--- src/rtl/memif_tg_pkg.sv ---
// Shared types and constants for the SDRAM write/verify traffic generator.
package memif_tg_pkg;

  typedef enum logic [2:0] {
    ST_IDLE,
    ST_WR,
    ST_RD,
    ST_DRAIN,
    ST_FIN
  } state_t;

  localparam logic [1:0] PAT_INC  = 2'd0;
  localparam logic [1:0] PAT_LFSR = 2'd1;
  localparam logic [1:0] PAT_WALK = 2'd2;
  localparam logic [1:0] PAT_AXOR = 2'd3;

  // Galois right-shift form of taps 16,14,13,11
  localparam logic [15:0] LFSR_TAPS  = 16'hB400;
  localparam logic [15:0] AXOR_CONST = 16'h5A5A;

  function automatic logic [15:0] lfsr_next(input logic [15:0] s);
    return {1'b0, s[15:1]} ^ (s[0] ? LFSR_TAPS : 16'h0000);
  endfunction

endpackage

--- src/rtl/memif_pattern_src.sv ---
// Pattern source: word and index for the current position of a pass.
// Restart latches the pattern select and rewinds to word 0.
module memif_pattern_src
  import memif_tg_pkg::*;
#(
  parameter int          ADDR_W     = 24,
  parameter int          DATA_W     = 16,
  parameter int          NUM_WORDS  = 1024,
  parameter int          START_ADDR = 0,
  parameter logic [15:0] LFSR_SEED  = 16'hACE1,
  parameter int          IDX_W      = $clog2(NUM_WORDS + 1)
) (
  input  logic              ref_clk,
  input  logic              reset_n,
  input  logic              restart,
  input  logic              advance,
  input  logic [1:0]        pattern_sel,
  output logic [DATA_W-1:0] word,
  output logic [IDX_W-1:0]  index
);

  logic [1:0]        sel;
  logic [15:0]       lfsr;
  logic [DATA_W-1:0] walk;
  logic [DATA_W-1:0] lfsr_rep;
  logic [DATA_W-1:0] axor_rep;
  logic [DATA_W-1:0] addr_lo;

  always_ff @(posedge ref_clk or negedge reset_n) begin
    if (!reset_n) begin
      sel   <= PAT_INC;
      index <= '0;
      lfsr  <= LFSR_SEED;
      walk  <= DATA_W'(1);
    end else if (restart) begin
      sel   <= pattern_sel;
      index <= '0;
      lfsr  <= LFSR_SEED;
      walk  <= DATA_W'(1);
    end else if (advance) begin
      index <= index + 1'b1;
      lfsr  <= lfsr_next(lfsr);
      walk  <= {walk[DATA_W-2:0], walk[DATA_W-1]};
    end
  end

  // Low bits of START_ADDR+index equal the sum of the low bits
  assign addr_lo = DATA_W'(START_ADDR) + DATA_W'(index);

  always_comb begin
    lfsr_rep = '0;
    axor_rep = '0;
    for (int j = 0; j < DATA_W; j++) begin
      lfsr_rep[j] = lfsr[j % 16];
      axor_rep[j] = AXOR_CONST[j % 16];
    end
    unique case (sel)
      PAT_INC:  word = DATA_W'(index);
      PAT_LFSR: word = lfsr_rep;
      PAT_WALK: word = walk;
      default:  word = addr_lo ^ axor_rep;
    endcase
  end

endmodule

--- src/rtl/memif_traffic_gen.sv ---
// Write/verify traffic generator on the local Avalon-MM port of the SDRAM
// controller: fills a range with a pattern, reads it back and checks it.
module memif_traffic_gen
  import memif_tg_pkg::*;
#(
  parameter int          ADDR_W          = 24,
  parameter int          DATA_W          = 16,
  parameter int          NUM_WORDS       = 1024,
  parameter int          START_ADDR      = 0,
  parameter int          MAX_OUTSTANDING = 4,
  parameter logic [15:0] LFSR_SEED       = 16'hACE1
) (
  input  logic                ref_clk,
  input  logic                reset_n,
  input  logic                write_start_triger,
  input  logic                read_start_triger,
  input  logic [1:0]          pattern_sel,
  output logic [ADDR_W-1:0]   avm_address,
  output logic                avm_write,
  output logic [DATA_W-1:0]   avm_writedata,
  output logic [DATA_W/8-1:0] avm_byteenable,
  output logic                avm_read,
  input  logic                avm_waitrequest,
  input  logic [DATA_W-1:0]   avm_readdata,
  input  logic                avm_readdatavalid,
  output logic                busy,
  output logic                done,
  output logic                pass_ok,
  output logic [15:0]         err_count,
  output logic [ADDR_W-1:0]   first_err_addr
);

  localparam int IDX_W = $clog2(NUM_WORDS + 1);
  localparam int OUT_W = $clog2(MAX_OUTSTANDING + 1);
  localparam logic [IDX_W-1:0] LAST_IDX = IDX_W'(NUM_WORDS - 1);
  localparam logic [OUT_W-1:0] MAX_OUT  = OUT_W'(MAX_OUTSTANDING);

  state_t            state;
  logic [OUT_W-1:0]  outstanding;
  logic              wr_q, wr_d, rd_q, rd_d;
  logic              wr_edge, rd_edge, start_wr, start_rd;
  logic              wr_acc, rd_acc, rsp, mismatch;
  logic [IDX_W-1:0]  iss_idx, chk_idx;
  logic [DATA_W-1:0] iss_word, chk_word;
  logic [ADDR_W-1:0] iss_addr, chk_addr;

  always_ff @(posedge ref_clk or negedge reset_n) begin
    if (!reset_n) begin
      wr_q <= 1'b0;
      wr_d <= 1'b0;
      rd_q <= 1'b0;
      rd_d <= 1'b0;
    end else begin
      wr_q <= write_start_triger;
      wr_d <= wr_q;
      rd_q <= read_start_triger;
      rd_d <= rd_q;
    end
  end

  assign wr_edge  = wr_q & ~wr_d;
  assign rd_edge  = rd_q & ~rd_d;
  assign start_wr = (state == ST_IDLE) && wr_edge;
  assign start_rd = (state == ST_IDLE) && rd_edge && !wr_edge;

  assign iss_addr = ADDR_W'(START_ADDR) + ADDR_W'(iss_idx);
  assign chk_addr = ADDR_W'(START_ADDR) + ADDR_W'(chk_idx);

  assign avm_write      = (state == ST_WR);
  assign avm_read       = (state == ST_RD) && (outstanding < MAX_OUT);
  assign avm_address    = (avm_write || avm_read) ? iss_addr : '0;
  assign avm_writedata  = avm_write ? iss_word : '0;
  assign avm_byteenable = '1;
  assign busy           = (state != ST_IDLE);

  assign wr_acc   = avm_write && !avm_waitrequest;
  assign rd_acc   = avm_read && !avm_waitrequest;
  // Responses count only while a read pass owns them; stale ones after an abort are dropped
  assign rsp      = avm_readdatavalid && (state == ST_RD || state == ST_DRAIN) && (outstanding != '0);
  assign mismatch = rsp && (avm_readdata != chk_word);

  memif_pattern_src #(
    .ADDR_W(ADDR_W), .DATA_W(DATA_W), .NUM_WORDS(NUM_WORDS),
    .START_ADDR(START_ADDR), .LFSR_SEED(LFSR_SEED), .IDX_W(IDX_W)
  ) u_iss (
    .ref_clk(ref_clk), .reset_n(reset_n), .restart(start_wr || start_rd),
    .advance(wr_acc || rd_acc), .pattern_sel(pattern_sel),
    .word(iss_word), .index(iss_idx)
  );

  memif_pattern_src #(
    .ADDR_W(ADDR_W), .DATA_W(DATA_W), .NUM_WORDS(NUM_WORDS),
    .START_ADDR(START_ADDR), .LFSR_SEED(LFSR_SEED), .IDX_W(IDX_W)
  ) u_chk (
    .ref_clk(ref_clk), .reset_n(reset_n), .restart(start_wr || start_rd),
    .advance(rsp), .pattern_sel(pattern_sel),
    .word(chk_word), .index(chk_idx)
  );

  always_ff @(posedge ref_clk or negedge reset_n) begin
    if (!reset_n) begin
      state          <= ST_IDLE;
      outstanding    <= '0;
      done           <= 1'b0;
      pass_ok        <= 1'b0;
      err_count      <= '0;
      first_err_addr <= '0;
    end else begin
      done <= 1'b0;
      if (rd_acc && !rsp)      outstanding <= outstanding + 1'b1;
      else if (!rd_acc && rsp) outstanding <= outstanding - 1'b1;
      if (mismatch) begin
        if (err_count != 16'hFFFF) err_count <= err_count + 16'd1;
        if (err_count == 16'd0)    first_err_addr <= chk_addr;
      end
      unique case (state)
        ST_IDLE: begin
          if (start_wr) begin
            state <= ST_WR;
          end else if (start_rd) begin
            state          <= ST_RD;
            err_count      <= '0;
            first_err_addr <= '0;
            pass_ok        <= 1'b0;
          end
        end
        ST_WR: begin
          if (wr_acc && iss_idx == LAST_IDX) begin
            state <= ST_FIN;
            done  <= 1'b1;
          end
        end
        ST_RD: begin
          if (rd_acc && iss_idx == LAST_IDX) state <= ST_DRAIN;
        end
        ST_DRAIN: begin
          // Nothing in flight, so err_count is final here
          if (outstanding == '0) begin
            state   <= ST_FIN;
            done    <= 1'b1;
            pass_ok <= (err_count == 16'd0);
          end
        end
        default: state <= ST_IDLE;
      endcase
    end
  end

endmodule

--- config.mk ---
export PLATFORM = sky130hd
export DESIGN_NAME = memif_traffic_gen
export DESIGN_NICKNAME = d
export VERILOG_FILES = /design/src/rtl/memif_tg_pkg.sv /design/src/rtl/memif_pattern_src.sv /design/src/rtl/memif_traffic_gen.sv
export SDC_FILE = /design/constraint.sdc
export NUM_CORES = 1
export LEC_CHECK = 0
export CAP_MARGIN = 0
export CORE_MARGIN = 2
export CORE_UTILIZATION = 53
export CTS_BUF_LIST = sky130_fd_sc_hd__clkbuf_16
export DETAILED_ROUTE_END_ITERATION = 6
export GPL_TIMING_DRIVEN = 1
export PLACE_DENSITY = 0.83
export SLEW_MARGIN = 20
export SYNTH_ARGS = -nofsm -noshare
export SYNTH_HDL_FRONTEND = slang
export SYNTH_SLANG_ARGS = --single-unit
--- constraint.sdc ---
create_clock -name ref_clk -period 3.7 [get_ports ref_clk]
set_clock_uncertainty 0.1 [all_clocks]
set_input_delay 0.74 -clock ref_clk [delete_from_list [all_inputs] [get_ports ref_clk]]
set_output_delay 0.74 -clock ref_clk [all_outputs]
set_load 0.01 [all_outputs]
==> results.json <==
{
  "syn_to_final_growth_pct": 21.6,
  "synth_edf_count": 0,
  "rsz0062_at_grt": "no",
  "avgRoutedWirePerCell_microns": 16.0,
  "layout_commonest_cell": "nand2_1",
  "max_stage_delay_ns": 0.56,
  "fin_cells": 1080,
  "crit_slowest_cell": "clkdlybuf4s50_1",
  "drc": 0,
  "dp.cells": 1048,
  "synth-compound-area-share": 0.133,
  "ys_warn_count": 0,
  "drive_gt1_frac": 0.0940,
  "setup_viol": 0,
  "clockBufferDepth": 2,
  "cp_common_cell": "buf_4",
  "io_pins": 111,
  "crit_type": "flop to primary output",
  "clock.fmax_mhz": 296,
  "post-place-ws_ns": 0.411,
  "cts.sinks": 140,
  "setup_ws_ns": 0.319,
  "totalPowerFinal_mw": 3.87,
  "grt_max_degree": 80,
  "status": "finished clean",
  "postCtsSetupBuffers": 0,
  "hold_viol": 0,
  "drt-total-wl_mm": 17.3,
  "rows": 42,
  "yosysSeqAreaShare": 0.481,
  "fin_tns_setup_ns": 0,
  "die_x_microns": 122,
  "slew_viol_final": 0,
  "die_area_sq_um": 14800,
  "clockRootBuffer": "clkbuf_16",
  "hp-class": "input pin to async pin",
  "antenna_found_initial": 0,
  "whs_ns": 0.182,
  "track_usage": 0.243,
  "synthDistinctLibCells": 58,
  "coreArea_sq_um": 13300,
  "yosys.area_share.simple": 0.232,
  "crit_buf_inv": 3,
  "grt_pass1_vias": 5702,
  "syn-cell-area_sq_um": 7320,
  "cap_violations": 0,
  "period_share": 0.914,
  "synthMuxAreaShare": 0.0319,
  "critPathLaunchType": "flop",
  "cts_tree": "done",
  "route.antenna.remaining_nets": 0,
  "cp-startpoint": "u_chk.sel[1]$_DFFE_PN0P_",
  "synth-seq-cells": 140,
  "syn_area_per_cell_sq_um": 8.96,
  "cp_top_family": "buffers and inverters",
  "synthXorXnorAreaFrac": 0.0513,
  "crit-reg2reg-launch": "u_chk.sel[0]$_DFFE_PN0P_",
  "diodes": 0,
  "vias_per_cell": 5.70,
  "fin_crit_ns": 3.38,
  "syn-instance-count": 817,
  "worst_slew_pin_slew_ns": 1.11,
  "grt_overflow": 0,
  "synth_top_family_by_area": "simple AND/OR/NAND/NOR gates",
  "gp_congestion": 0.910,
  "htreeDepth": 4,
  "async_flop_share": 1.00,
  "hpwl_mm": 11.5,
  "nets": 921,
  "drtPass1Iterations": 5,
  "cts_made_buffers": 17,
  "crit_chain": "buf_4 -> nor2b_1 -> buf_4 -> nor2_2 -> nand2_1 -> a21oi_1 -> clkdlybuf4s50_1",
  "irDropWorstVdd_uv": 425,
  "start_util": 0.549,
  "dieHeight_microns": 122,
  "max-slew-margin-rel": 0.255,
  "crit_fanout": 15,
  "clk_latency_ns": 0.43,
  "worstPathRequired_ns": 2.86,
  "clkTransAtPathRegs_ns": 0.06,
  "grt_pass1_wl_mm": 28.2,
  "cellPowerDensity_nw_per_um2": 435,
  "crit_arrival_ns": 2.54,
  "first_iter_violations": 531,
  "port_buffers": 95,
  "synthAdderAreaFrac": 0.0113,
  "mostFrequentLayoutCells": "nand2_1, dfrtp_1, clkdlybuf4s50_1, a21oi_1, nor2_1",
  "vias": 6159,
  "crit_path_end_kind": "primary output",
  "synthFlopType": "dfrtp_1",
  "leakage_nw": 3.79
}
-- per-stage QoR --
step | area, sq um | utilization
6_report | 8910 | 0.667
5_1_grt | 8910 | 0.667
4_1_cts | 8900 | 0.667
3_5_place_dp | 8350 | 0.626
3_3_place_gp | 8350 | 0.626
2_1_floorplan | 7370 | -
-- flip-flops by register name, summed over array words and instances, names as in the netlist, 2 cells and up --
| signal | flops |
|---|---|
| err_count | 16 |
| first_err_addr | 24 |
| outstanding | 3 |
| state | 3 |
| u_chk.index | 11 |
| u_chk.lfsr | 16 |
| u_chk.sel | 2 |
| u_chk.walk | 16 |
| u_iss.index | 11 |
| u_iss.lfsr | 16 |
| u_iss.walk | 16 |
-- cell usage after synthesis (3+ instances only) --
| library cell | n | area share |
|---|---|---|
| nand2_1 | 162 | 0.083 |
| dfrtp_1 | 122 | 0.42 |
| a21oi_1 | 82 | 0.056 |
| nor2_1 | 69 | 0.035 |
| clkbuf_1 | 41 | 0.021 |
| and2_1 | 27 | 0.023 |
| nand3_1 | 23 | 0.016 |
| xor2_1 | 23 | 0.028 |
| mux2i_1 | 20 | 0.027 |
| buf_4 | 19 | 0.019 |
| dfstp_2 | 18 | 0.065 |
| xnor2_1 | 18 | 0.022 |
| nor3_1 | 13 | 0.0089 |
| o21ai_0 | 13 | 0.0089 |
| inv_1 | 11 | 0.0056 |
| nand2b_1 | 11 | 0.0094 |
| nand4_1 | 11 | 0.0094 |
| o211ai_1 | 11 | 0.011 |
| a22oi_1 | 9 | 0.0092 |
| a211oi_1 | 8 | 0.0082 |
| and3_1 | 8 | 0.0068 |
| o21ai_1 | 7 | 0.0048 |
| or3_1 | 7 | 0.0060 |
| o221ai_1 | 6 | 0.0072 |
| or3b_1 | 6 | 0.0072 |
| a221oi_1 | 5 | 0.0060 |
| a31oi_1 | 5 | 0.0043 |
| buf_2 | 5 | 0.0034 |
| ha_1 | 5 | 0.0085 |
| buf_6 | 4 | 0.0062 |
| buf_1 | 3 | 0.0015 |
| nor2b_1 | 3 | 0.0026 |
| nor3b_1 | 3 | 0.0031 |
| nor4_1 | 3 | 0.0026 |
| o21bai_1 | 3 | 0.0031 |
| or4_1 | 3 | 0.0031 |
-- final cells by class --
type                       instances  area [sq um]
clock buffer                      17           425
clock inverter                    15           125
fill                            1052          4440
inverter                          12          45.0
multi-input combinational        606          3460
sequential                       140          3530
tap                              176           220
timing repair buffer             114          1110
-- logic make-up after synthesis --
group | Yosys count
and+or+nand+nor | 361
AOI/OAI and AO/OA | 160
other | 2
xor gates and xnor gates | 42
buffers and inverters | 84
adders and majority gates | 6
muxes | 22
DFF | 140
-- path summary, 6_finish.rpt --
kind,to,slack [ns],cells after the start
min in group ref_clk,rd_d$_DFF_PN0_,0.30,0
worst max-delay path,avm_writedata[2],0.32,7
max in group asynchronous,u_chk.lfsr[6]$_DFFE_PN1P_,2.48,2
worst max register to register,first_err_addr[21]$_DFF_PN0_,0.65,11
worst min-delay path,wr_q$_DFF_PN0_,0.18,1
worst min register to register,rd_d$_DFF_PN0_,0.30,0
-- where the power goes --
part,leakage [nW],switching [mW],internal [mW]
registers,1.81,0.133,1.64
clock network,0.257,0.677,0.919
logic,1.72,0.236,0.264
total,3.79,1.05,2.83
-- routing by layer --
metal,up-vias,part of all wire,global-route usage,wire (microns)
met4,0,0.016,0.0711,279
met1,3013,0.44,0.329,7660
met2,199,0.49,0.395,8420
met5,-,0,0,0
met3,28,0.052,0.0548,899
li1,2919,-,-,-
-- timing repair --
| item | in CTS | in global routing |
|---|---|---|
| gates resized for setup | 0 | 2 |
| hold buffers | 0 | 0 |
| endpoints found under the hold margin | 0 | 0 |
| endpoints found under the setup margin | 0 | 6 |
-- worst reg2reg max path, delay by kind of cell, from the launching register on --
kind	cells	cell delay [ns]
simple gates	5	1.36
flops	1	0.36
xor+xnor	1	0.17
compound gates	2	0.27
buf+inv	3	0.72
Note: power is estimated with default switching activity, not from simulation.
